## src/rtl/beep_arbiter.sv

```systemverilog
// Buzzer arbiter: shares one buzzer between background music and four
// one-shot sound effects. Latches effect requests, grants one effect at a
// time by fixed priority (bit 3 highest), times each effect, inserts a
// silent gap between effects and enables music only when idle.
module beep_arbiter #(
  parameter int unsigned TICK_CYCLES = 100000,
  parameter int unsigned DUR0        = 120,
  parameter int unsigned DUR1        = 200,
  parameter int unsigned DUR2        = 300,
  parameter int unsigned DUR3        = 1000,
  parameter int unsigned GAP_TICKS   = 20,
  parameter logic [1:0]  BGM_MODE    = 2'b00
) (
  input  logic       clk,
  input  logic       rst,
  input  logic [1:0] gamemode,
  input  logic       mute,
  input  logic [3:0] sfx_req,
  input  logic [3:0] sfx_beep,
  input  logic       bgm_beep,
  output logic [3:0] sfx_grant,
  output logic       bgm_en,
  output logic       busy,
  output logic       beep
);

  localparam int unsigned TW = (TICK_CYCLES > 1) ? $clog2(TICK_CYCLES) : 1;
  localparam int unsigned DW = 16;

  localparam logic [TW-1:0] TICK_LAST = TW'(TICK_CYCLES - 1);

  // Last duration-counter value of each phase; zero durations act as one tick.
  localparam logic [DW-1:0] DUR_LAST0 = DW'((DUR0 == 0) ? 0 : DUR0 - 1);
  localparam logic [DW-1:0] DUR_LAST1 = DW'((DUR1 == 0) ? 0 : DUR1 - 1);
  localparam logic [DW-1:0] DUR_LAST2 = DW'((DUR2 == 0) ? 0 : DUR2 - 1);
  localparam logic [DW-1:0] DUR_LAST3 = DW'((DUR3 == 0) ? 0 : DUR3 - 1);
  localparam logic [DW-1:0] GAP_LAST  = DW'((GAP_TICKS == 0) ? 0 : GAP_TICKS - 1);
  localparam logic          HAS_GAP   = (GAP_TICKS != 0);

  typedef enum logic [1:0] {
    IDLE = 2'd0,
    PLAY = 2'd1,
    GAP  = 2'd2
  } state_t;

  state_t          state, state_nxt;
  logic [3:0]      pending, pending_nxt;
  logic [1:0]      cur, cur_nxt;
  logic [TW-1:0]   tick_cnt, tick_nxt;
  logic [DW-1:0]   dur_cnt, dur_nxt;
  logic [3:0]      grant_nxt;
  logic            bgm_nxt;
  logic            busy_nxt;
  logic            beep_nxt;

  logic [3:0]      req_all;
  logic            req_any;
  logic [1:0]      sel;
  logic [3:0]      clear;
  logic [DW-1:0]   dur_last;
  logic            tick_wrap;

  // Next-state, counters, request bookkeeping and registered-output values
  always_comb begin
    req_all   = pending | sfx_req;
    req_any   = (req_all != 4'b0000);
    sel       = 2'd0;
    if (req_all[3])      sel = 2'd3;
    else if (req_all[2]) sel = 2'd2;
    else if (req_all[1]) sel = 2'd1;
    else                 sel = 2'd0;

    case (cur)
      2'd0:    dur_last = DUR_LAST0;
      2'd1:    dur_last = DUR_LAST1;
      2'd2:    dur_last = DUR_LAST2;
      default: dur_last = DUR_LAST3;
    endcase

    tick_wrap = (tick_cnt == TICK_LAST);

    state_nxt = state;
    cur_nxt   = cur;
    tick_nxt  = tick_wrap ? '0 : tick_cnt + TW'(1);
    dur_nxt   = tick_wrap ? dur_cnt + DW'(1) : dur_cnt;
    clear     = 4'b0000;

    case (state)
      IDLE: begin
        tick_nxt = '0;
        dur_nxt  = '0;
        if (req_any) begin
          state_nxt = PLAY;
          cur_nxt   = sel;
          clear     = 4'b0001 << sel;
        end
      end
      PLAY: begin
        if (req_any && (sel > cur)) begin
          // Higher-priority effect takes over immediately; old one is dropped
          cur_nxt  = sel;
          clear    = 4'b0001 << sel;
          tick_nxt = '0;
          dur_nxt  = '0;
        end else if (tick_wrap && (dur_cnt == dur_last)) begin
          state_nxt = HAS_GAP ? GAP : IDLE;
          tick_nxt  = '0;
          dur_nxt   = '0;
        end
      end
      GAP: begin
        if (tick_wrap && (dur_cnt == GAP_LAST)) begin
          state_nxt = IDLE;
          tick_nxt  = '0;
          dur_nxt   = '0;
        end
      end
      default: begin
        state_nxt = IDLE;
        tick_nxt  = '0;
        dur_nxt   = '0;
      end
    endcase

    pending_nxt = req_all & ~clear;
    grant_nxt   = (state_nxt == PLAY) ? (4'b0001 << cur_nxt) : 4'b0000;
    busy_nxt    = (state_nxt != IDLE);
    bgm_nxt     = (state == IDLE) && (gamemode == BGM_MODE) && !req_any;

    if (mute)               beep_nxt = 1'b0;
    else if (state == PLAY) beep_nxt = sfx_beep[cur];
    else if (bgm_en)        beep_nxt = bgm_beep;
    else                    beep_nxt = 1'b0;
  end

  // State and output registers
  always_ff @(posedge clk or posedge rst) begin
    if (rst) begin
      state     <= IDLE;
      pending   <= 4'b0000;
      cur       <= 2'd0;
      tick_cnt  <= '0;
      dur_cnt   <= '0;
      sfx_grant <= 4'b0000;
      bgm_en    <= 1'b0;
      busy      <= 1'b0;
      beep      <= 1'b0;
    end else begin
      state     <= state_nxt;
      pending   <= pending_nxt;
      cur       <= cur_nxt;
      tick_cnt  <= tick_nxt;
      dur_cnt   <= dur_nxt;
      sfx_grant <= grant_nxt;
      bgm_en    <= bgm_nxt;
      busy      <= busy_nxt;
      beep      <= beep_nxt;
    end
  end

endmodule

```

## config.mk

```make
export PLATFORM = sky130hd
export DESIGN_NAME = beep_arbiter
export DESIGN_NICKNAME = d
export VERILOG_FILES = /design/src/rtl/beep_arbiter.sv
export SDC_FILE = /design/constraint.sdc
export NUM_CORES = 1
export LEC_CHECK = 0
export BUFFER_PORTS_ARGS = -buffer_cell sky130_fd_sc_hd__buf_2
export CORE_MARGIN = 2
export CORE_UTILIZATION = 40
export CTS_BUF_LIST = sky130_fd_sc_hd__clkbuf_2
export CTS_CLUSTER_DIAMETER = 60
export DETAILED_ROUTE_END_ITERATION = 6
export GPL_TIMING_DRIVEN = 0
export SETUP_SLACK_MARGIN = 0.15
export SKIP_CTS_REPAIR_TIMING = 1
export SLEW_MARGIN = 20
export SYNTH_ARGS = -nofsm -noshare
export SYNTH_HDL_FRONTEND = slang
export SYNTH_SLANG_ARGS = --single-unit
```

## constraint.sdc

```tcl
create_clock -name clk -period 2.4 [get_ports clk]
set_input_delay 0.24 -clock clk [delete_from_list [all_inputs] [get_ports clk]]
set_output_delay 0.24 -clock clk [all_outputs]
set_load 0.02 [all_outputs]
```

==> reports/qor.yml, run 1 <==
worst_setup_path_startpoint: "pending[2]"
clkSlewWorstSetupHoldPaths_ns: 0.22
max_slew.worst_pin.slew_ns: 0.503
finalCritPeriodShare_pct: 98.5
area.growth.synth_to_final_pct: 31.2
postSynth.topFlopCell: "dfrtp_1"
library_cell_occupying_the_most_area_in_the_post_synthesis_netlist: "dfrtp_1"
wl_um: 5690
ff2ff_path_depth: 9
grt_start_max_net_pins: 32
netlist_area_mm2: 0.00260
post-synth-top-count-cell: "nor2_1"
routed_via_density: 5.25
ys_async_sr_fraction_pct: 100
syn_inst: 271
setup_violations: 0
timing.critical_path.required_ns: 2.74
diodes: 0
setup_slack_of_the_most_critical_reg_to_reg_path_ns: 0.04
run_status: "complete, no violations"
drcViolationCount: 0
worstSetupPathType: "flip-flop to flip-flop"
worstReg2RegEnd: "sfx_grant[0]"
clk-insertion-delay-late_ns: 0.42
core_area_mm2: 0.00631
die_area_mm2: 0.00717
cts.path.max_buffers: 2
synthesis.nets: 293
syn_area_per_cell_um2: 9.60
crit-reg2reg-launch: "pending[2]"
place.gp.congestion: 0.822
path_max_fanout: 5
critical_path.endpoint: "sfx_grant[0]"
tritoncts_clock_tree: "built"
routed_wire_length_per_instance_um: 14.2
tritoncts.num_buffers: 5
synth_edf_count: 0
final_max_slew_violation_count: 0
report.power.total_uw: 2910
rsz0062_at_grt: "true"
routed-via-count: 2107
io_pins: 21
cts-root-buf: "clkbuf_2"
cp.arrival_ns: 2.70
yosysWarnings: 0
clock_skew_ns: 0.0194
first_pass_iters: 4
slew-limit-headroom_pct: 66.2
synth.top_cells.by_count: "nor2_1 (51), dfrtp_1 (48), xor2_1 (18)"
largest_cells_by_area_after_synthesis: "dfrtp_1 (46%), nor2_1 (7.4%), xor2_1 (6.1%)"
layout_cell_share_with_drive_strength_beyond_1_pct: 34.6
vdd_ir_drop_max_v: 0.000689
hpwl_um: 3690
hold_class: "primary input to flip-flop"
netlist-cell-type-count: 45
die_h_um: 84.7
synth_top_area_share_pct: 46.2
final_worst_path_period_need_ns: 2.36
static-leakage-power_uw: 0.00143
post-route-util_pct: 54.1
postSynthRegisterBits: 48
htree_num_levels: 2
gr-total-overflow: 0
die-width_um: 84.7
grt.total_usage_pct: 14.9
max_clock_freq_mhz: 423
fillerInstances: 595
initial_utilization_pct: 41.2
finalHoldViolations: 0
port-buffer-count: 20
max-cap-violations: 0
first_iter_violations: 83
power_density_mw_per_mm2: 854
finalNetCount: 345
grt_pass1_wl_um: 8740
end_kind: "flip-flop"
grt_pass1_vias: 1834
drtAntennaViolNets: 0
std_cell_rows: 29
start_kind: "flip-flop"
initial_antenna_violation_count: 0
numClockSinks: 48
seq_area_frac_synth_pct: 46.2
state kept, by name, indices dropped and copies added, names as in the netlist:
register / count
tick_cnt: 17
beep: 1
busy: 1
bgm_en: 1
pending: 4
cur: 2
sfx_grant: 4
dur_cnt: 16
state: 2
logic make-up (layout without fill, tap and decap cells):
| logic type | count (synthesis) | in the layout | synth area share (%) |
|---|---|---|---|
| AND/OR/NAND/NOR | 126 | 126 | 25.7 |
| flip-flops | 48 | 48 | 46.2 |
| AO/OA/AOI/OAI | 32 | 32 | 8.89 |
| XOR/XNOR | 32 | 32 | 10.8 |
| buffers and inverters | 23 | 76 | 3.41 |
| adder cells (fa/ha/maj) | 8 | 8 | 3.85 |
| multiplexers | 2 | 2 | 1.25 |
layout make-up:
| class | instances | area (um^2) | area share, % |
|---|---|---|---|
| Multi-Input combinational cell | 200 | 1620 | 47.3 |
| Sequential cell | 48 | 1200 | 35.3 |
| Timing Repair Buffer | 45 | 347 | 10.2 |
| Tap cell | 77 | 96.3 | 2.82 |
| Buffer | 8 | 57.6 | 1.69 |
| Inverter | 15 | 56.3 | 1.65 |
| Clock buffer | 7 | 35.0 | 1.03 |
| Clock inverter | 1 | 3.75 | 0.110 |
worst min-delay path by stage:
stage / from / to / depth (start not counted)
CTS: rst / bgm_en / 2
finish: sfx_req[0] / pending[0] / 3
detailed placement: rst / busy / 2
global placement: mute / beep / 2
global route: sfx_req[2] / pending[2] / 3
floorplan: mute / beep / 1
layout by cell type (no fill, tap or decap), types with 9 or more instances in the layout:
| cell type | instances |
|---|---|
| xnor2_1 | 14 |
| dfrtp_1 | 46 |
| nor2_4 | 17 |
| buf_4 | 14 |
| nor2_1 | 28 |
| inv_1 | 13 |
| nand3_1 | 12 |
| buf_2 | 21 |
| and3_1 | 9 |
| clkbuf_2 | 10 |
| nand2_1 | 16 |
| xor2_1 | 18 |
critical path, stage by stage, from the launching register on:
cell,delay (ns)
dfrtp_1,0.47
nor4_4,0.31
inv_2,0.10
ha_4,0.22
nor2b_4,0.13
o21a_4,0.23
nand2_1,0.07
o21ai_1,0.05
a221o_1,0.41
nor4_2,0.30
power breakdown:
part	leakage (uW)	internal [uW]	total [uW]	switching, uW
clock network	0.0000306	77.9	326	248
registers	0.000638	898	951	53.7
logic	0.000765	752	1640	885
per-layer routing:
layer / global-route usage, % / part of all wire, % / vias to the layer above / wire [um]
met2: 22.0 / 47 / 29 / 2670
met5: 0 / 0 / - / 0
met4: 4.18 / 0.93 / 0 / 53
met3: 3.34 / 2.6 / 7 / 147
met1: 21.9 / 50 / 1029 / 2830
li1: - / - / 1042 / -
through the flow:
stage | setup TNS, ns | cell area [um^2] | worst slack [ns] | std cells | hold WS (ns)
after floorplan | 0 | 2630 | 0.161 | 271 | 0.306
after global placement | -3.54 | 2830 | -0.177 | 368 | 0.395
after detailed placement | -3.91 | 2850 | -0.186 | 369 | 0.251
after CTS | -4.86 | 2890 | -0.238 | 377 | -0.252
after global routing | -0.346 | 3410 | -0.113 | 401 | 0.0747
final | 0 | 3410 | 0.0352 | 401 | 0.0908
Note: power is estimated with default switching activity, not from simulation.
==> run 2, diff against run 1 <==
CORE_ASPECT_RATIO = 1.2   (was not set)
==> reports/qor.yml, run 2 (same netlist as run 1, synthesis figures left out) <==
max_slew.worst_pin.slew_ns: 0.655
tritoncts.num_buffers: 5
hold_class: "primary input to flip-flop"
start_kind: "flip-flop"
first_iter_violations: 132
routed_via_density: 5.18
diodes: 0
tritoncts_clock_tree: "built"
grt.total_usage_pct: 14.9
worst_setup_path_startpoint: "pending[2]"
final_worst_path_period_need_ns: 2.41
layout_top_registers: "tick_cnt (17), dur_cnt (16)"
hpwl_um: 3630
final_max_slew_violation_count: 0
critical_path.endpoint: "sfx_grant[1]"
htree_num_levels: 2
numClockSinks: 48
die_h_um: 92.4
cts.path.max_buffers: 2
violations: "setup timing"
placed_cells: 377
setup_slack_of_the_most_critical_reg_to_reg_path_ns: -0.007
power_density_mw_per_mm2: 835
path_max_fanout: 5
worstSetupPathType: "flip-flop to flip-flop"
multiInputGateArea_mm2: 0.00162
finalNonFillerCells: 402
max-cap-violations: 0
gr-total-overflow: 0
drtAntennaViolNets: 0
run_status: "finished with violations"
port-buffer-count: 20
hp-start: "sfx_req[0]"
io_pins: 21
finalNetCount: 338
leading_cell_type_in_the_layout_fill_and_taps_excluded: "dfrtp_1"
static-leakage-power_uw: 0.00140
die-width_um: 77.6
timing.critical_path.required_ns: 2.75
cp_slowest_stage_delay_ns: 0.49
end_kind: "flip-flop"
worstReg2RegEnd: "sfx_grant[1]"
grt_start_max_net_pins: 30
setup_slack_ns: -0.00722
grt_pass1_wl_um: 8690
std_cell_rows: 32
area.growth.synth_to_final_pct: 30.0
max_clock_freq_mhz: 415
cp.arrival_ns: 2.75
grt_pass1_vias: 1910
die_area_mm2: 0.00717
routed_wire_length_per_instance_um: 13.8
rsz0062_at_grt: "true"
vdd_ir_drop_max_v: 0.000448
initial_utilization_pct: 40.9
setup_violations: 1
clk-insertion-delay-late_ns: 0.42
place.gp.congestion: 0.838
crit-reg2reg-launch: "pending[2]"
largest_register_ff_count: 17
initial_antenna_violation_count: 0
first_pass_iters: 4
finalCritPeriodShare_pct: 100
fillerInstances: 579
cts-root-buf: "clkbuf_2"
clkSlewWorstSetupHoldPaths_ns: 0.24
critical_path.cell_chain: "nor4_4 > inv_2 > ha_4 > nor2b_4 > o21a_4 > nand2_2 > o21ai_2 > a221o_1 > nor4_2"
finalHoldViolations: 0
core_area_mm2: 0.00637
register_area_mm2: 0.00120
wl_um: 5540
top_register: "tick_cnt"
drcViolationCount: 0
layout.cells.most_common_list: "dfrtp_1 (47), nor2_1 (28), nor2_4 (20), buf_2 (20), xor2_1 (18)"
final.setup.tns_ns: -0.00722
slew-limit-headroom_pct: 56.3
ff2ff_path_depth: 9
placed_cell_area_mm2: 0.00286
clock_skew_ns: 0.0200
routed-via-count: 2084
layout_cell_share_with_drive_strength_beyond_1_pct: 31.5
final_design_area_no_fill_mm2: 0.00338
crit_path_top_delay_cell: "dfrtp_1"
-- run 2: routing by layer --
metal  routed length (um)  part of all wire (%)  track usage [%]  vias up
li1                     -                     -                -     1028
met1                 2420                    44             18.8     1017
met2                 2880                    52             25.7       33
met3                  177                   3.2             2.53        6
met4                   67                   1.2             4.91        0
met5                    0                     0                0        -
-- run 2: worst max-delay path, delay by kind of cell (launching register included) --
| kind | cells | cell delay [ns] |
|---|---|---|
| compound gates | 3 | 0.68 |
| buf+inv | 1 | 0.11 |
| fa+ha+maj | 1 | 0.25 |
| simple gates | 4 | 0.80 |
| flops | 1 | 0.49 |
-- run 2: how the worst min path moves through the flow --
stage | end | slack (ns) | depth (start not counted)
floorplan | beep | 0.31 | 1
global placement | beep | 0.40 | 2
detailed placement | tick_cnt[3] | 0.38 | 2
CTS | sfx_grant[0] | -0.15 | 2
global route | pending[0] | 0.06 | 3
finish | pending[0] | 0.07 | 3
-- run 2: layout make-up --
type	count	area share [%]
plain buffers	8	1.63
clock buffers	5	0.740
clock inverters	3	0.407
inverters	15	1.66
multi-input cells	200	47.9
flip-flops and latches	48	35.5
well taps	85	3.14
repair buffers	38	9.02
-- run 2: through the flow --
stage	utilization, %	power (uW)	hold slack, ns	setup slack (ns)
2_1_floorplan	-	1660	0.306	0.161
3_3_place_gp	44.6	1860	0.396	-0.185
3_5_place_dp	45.0	1880	0.376	-0.226
4_1_cts	45.6	2220	-0.151	-0.298
5_1_grt	53.1	3020	0.0593	-0.114
6_report	53.1	2830	0.0654	-0.00722
-- run 2: power by group --
part	leakage, uW	total [uW]	switching (uW)	internal (uW)
Combinational	0.000727	1550	857	696
Sequential	0.000640	952	53.7	898
Clock	0.0000302	322	256	65.5
Total	0.00140	2830	1170	1660
==> run 3, diff against run 2 <==
CORE_MARGIN = not set   (was 2)
HOLD_SLACK_MARGIN = 0.12   (was not set)
==> reports/qor.yml, run 3 (same netlist as run 1, synthesis figures left out) <==
finalNonFillerCells: 401
drtAntennaViolNets: 0
io_pins: 21
worst_setup_path_startpoint: "pending[2]"
layout_cell_share_with_drive_strength_beyond_1_pct: 24.5
power.clock.fraction_pct: 15.8
layout.cells.most_common_list: "nor2_1 (49), dfrtp_1 (47), buf_2 (20)"
violations: "setup timing"
diodes: 0
gr-total-overflow: 0
finalNetCount: 340
static-leakage-power_uw: 0.00140
finalCritPeriodShare_pct: 100
internal_power_uw: 1640
comb_power_share_pct: 48.0
first_iter_violations: 105
routed_wire_length_per_instance_um: 13.4
critical_path.endpoint: "dur_cnt[0]"
port-buffer-count: 20
path_max_fanout: 7
final_max_slew_violation_count: 0
p_sw_share_pct: 37.9
timing.critical_path.required_ns: 2.74
start_kind: "flip-flop"
vdd_ir_drop_max_v: 0.000327
seqPwrFrac_pct: 36.2
clk-insertion-delay-late_ns: 0.41
grt_pass1_vias: 1916
area.growth.synth_to_final_pct: 24.1
slew-limit-headroom_pct: 59.5
std_cell_rows: 31
max-cap-violations: 0
first_pass_iters: 4
setup_slack_of_the_most_critical_reg_to_reg_path_ns: -0.001
tritoncts_clock_tree: "built"
worstReg2RegEnd: "dur_cnt[0]"
wl_um: 5370
initial_antenna_violation_count: 0
top_register: "tick_cnt"
cts.path.max_buffers: 2
setup_violations: 1
htree_num_levels: 2
leading_cell_type_in_the_layout_fill_and_taps_excluded: "nor2_1"
grt_start_max_net_pins: 28
initial_utilization_pct: 42.2
numClockSinks: 48
cts-root-buf: "clkbuf_2"
routed-via-count: 2041
placed_cell_area_mm2: 0.00286
clock_skew_ns: 0.0237
placed_cells: 374
max_clock_freq_mhz: 416
die_area_mm2: 0.00683
max_slew.worst_pin.slew_ns: 0.607
drcViolationCount: 0
ff2ff_path_depth: 10
tritoncts.num_buffers: 5
end_kind: "flip-flop"
power_density_mw_per_mm2: 815
netSwitchingPower_uw: 997
hold_class: "primary input to flip-flop"
cp.arrival_ns: 2.74
place.gp.congestion: 0.781
die-width_um: 75.6
worstSetupPathType: "flip-flop to flip-flop"
core_area_mm2: 0.00617
final.setup.tns_ns: -0.000975
crit-reg2reg-launch: "pending[2]"
largest_register_ff_count: 17
clkSlewWorstSetupHoldPaths_ns: 0.23
finalHoldViolations: 0
grt_pass1_wl_um: 8510
routed_via_density: 5.09
rsz0062_at_grt: "true"
final_design_area_no_fill_mm2: 0.00323
run_status: "finished with violations"
setup_slack_ns: -0.000975
layout_top_registers: "tick_cnt (17), dur_cnt (16)"
grt.total_usage_pct: 15.9
hpwl_um: 3620
final_worst_path_period_need_ns: 2.40
die_h_um: 90.4
fillerInstances: 563
==> run 3: cell type report <==
class | count | area (um^2) | share of cell area, %
plain buffers | 8 | 47.5 | 1.47
repair buffers | 40 | 292 | 9.02
clock buffers | 5 | 25.0 | 0.775
inverters | 15 | 56.3 | 1.74
well taps | 82 | 103 | 3.18
flip-flops and latches | 48 | 1200 | 37.2
clock inverters | 3 | 37.5 | 1.16
multi-input cells | 200 | 1470 | 45.4
==> run 3: routing by layer <==
metal | track usage, % | vias up | wire (um)
met3 | 3.01 | 5 | 136
met1 | 20.8 | 978 | 2540
met2 | 26.0 | 28 | 2630
li1 | - | 1030 | -
met5 | 0 | - | 0
met4 | 5.25 | 0 | 63
==> run 3: worst min path at each step <==
stage                     start           end  slack [ns]  depth (start not counted)
floorplan                  mute          beep        0.31                          1
global placement    gamemode[0]        bgm_en        0.40                          2
detailed placement          rst   tick_cnt[3]        0.36                          2
CTS                         rst  sfx_grant[3]       -0.16                          2
global route         sfx_req[1]    pending[1]        0.13                          3
finish               sfx_req[1]    pending[1]        0.13                          3
==> run 3: stage by stage <==
| step | setup slack (ns) | hold WS, ns | utilization [%] | total power, uW |
|---|---|---|---|---|
| final | -0.000975 | 0.132 | 52.4 | 2630 |
| after CTS | -0.276 | -0.157 | 47.4 | 2310 |
| after floorplan | 0.161 | 0.306 | - | 1660 |
| after global placement | -0.196 | 0.397 | 45.9 | 1870 |
| after detailed placement | -0.209 | 0.355 | 46.4 | 1880 |
| after global routing | -0.0865 | 0.132 | 52.4 | 2830 |
==> run 3: critical path: stages, from the launching register on <==
cell and delay, ns:
dfrtp_2 0.50, nor4_4 0.26, inv_2 0.11, ha_4 0.25, nor2b_4 0.13, o21a_4 0.23
a21oi_2 0.24, o31a_1 0.24, o21ai_4 0.11, buf_4 0.15, nor2_1 0.10
==> run 3: power by group through the flow <==
stage	logic [uW]	clock network (uW)	registers, uW
global route	1390	472	963
finish	1270	416	952
floorplan	663	0	995
global placement	905	0	960
CTS	920	443	946
detailed placement	914	0	962
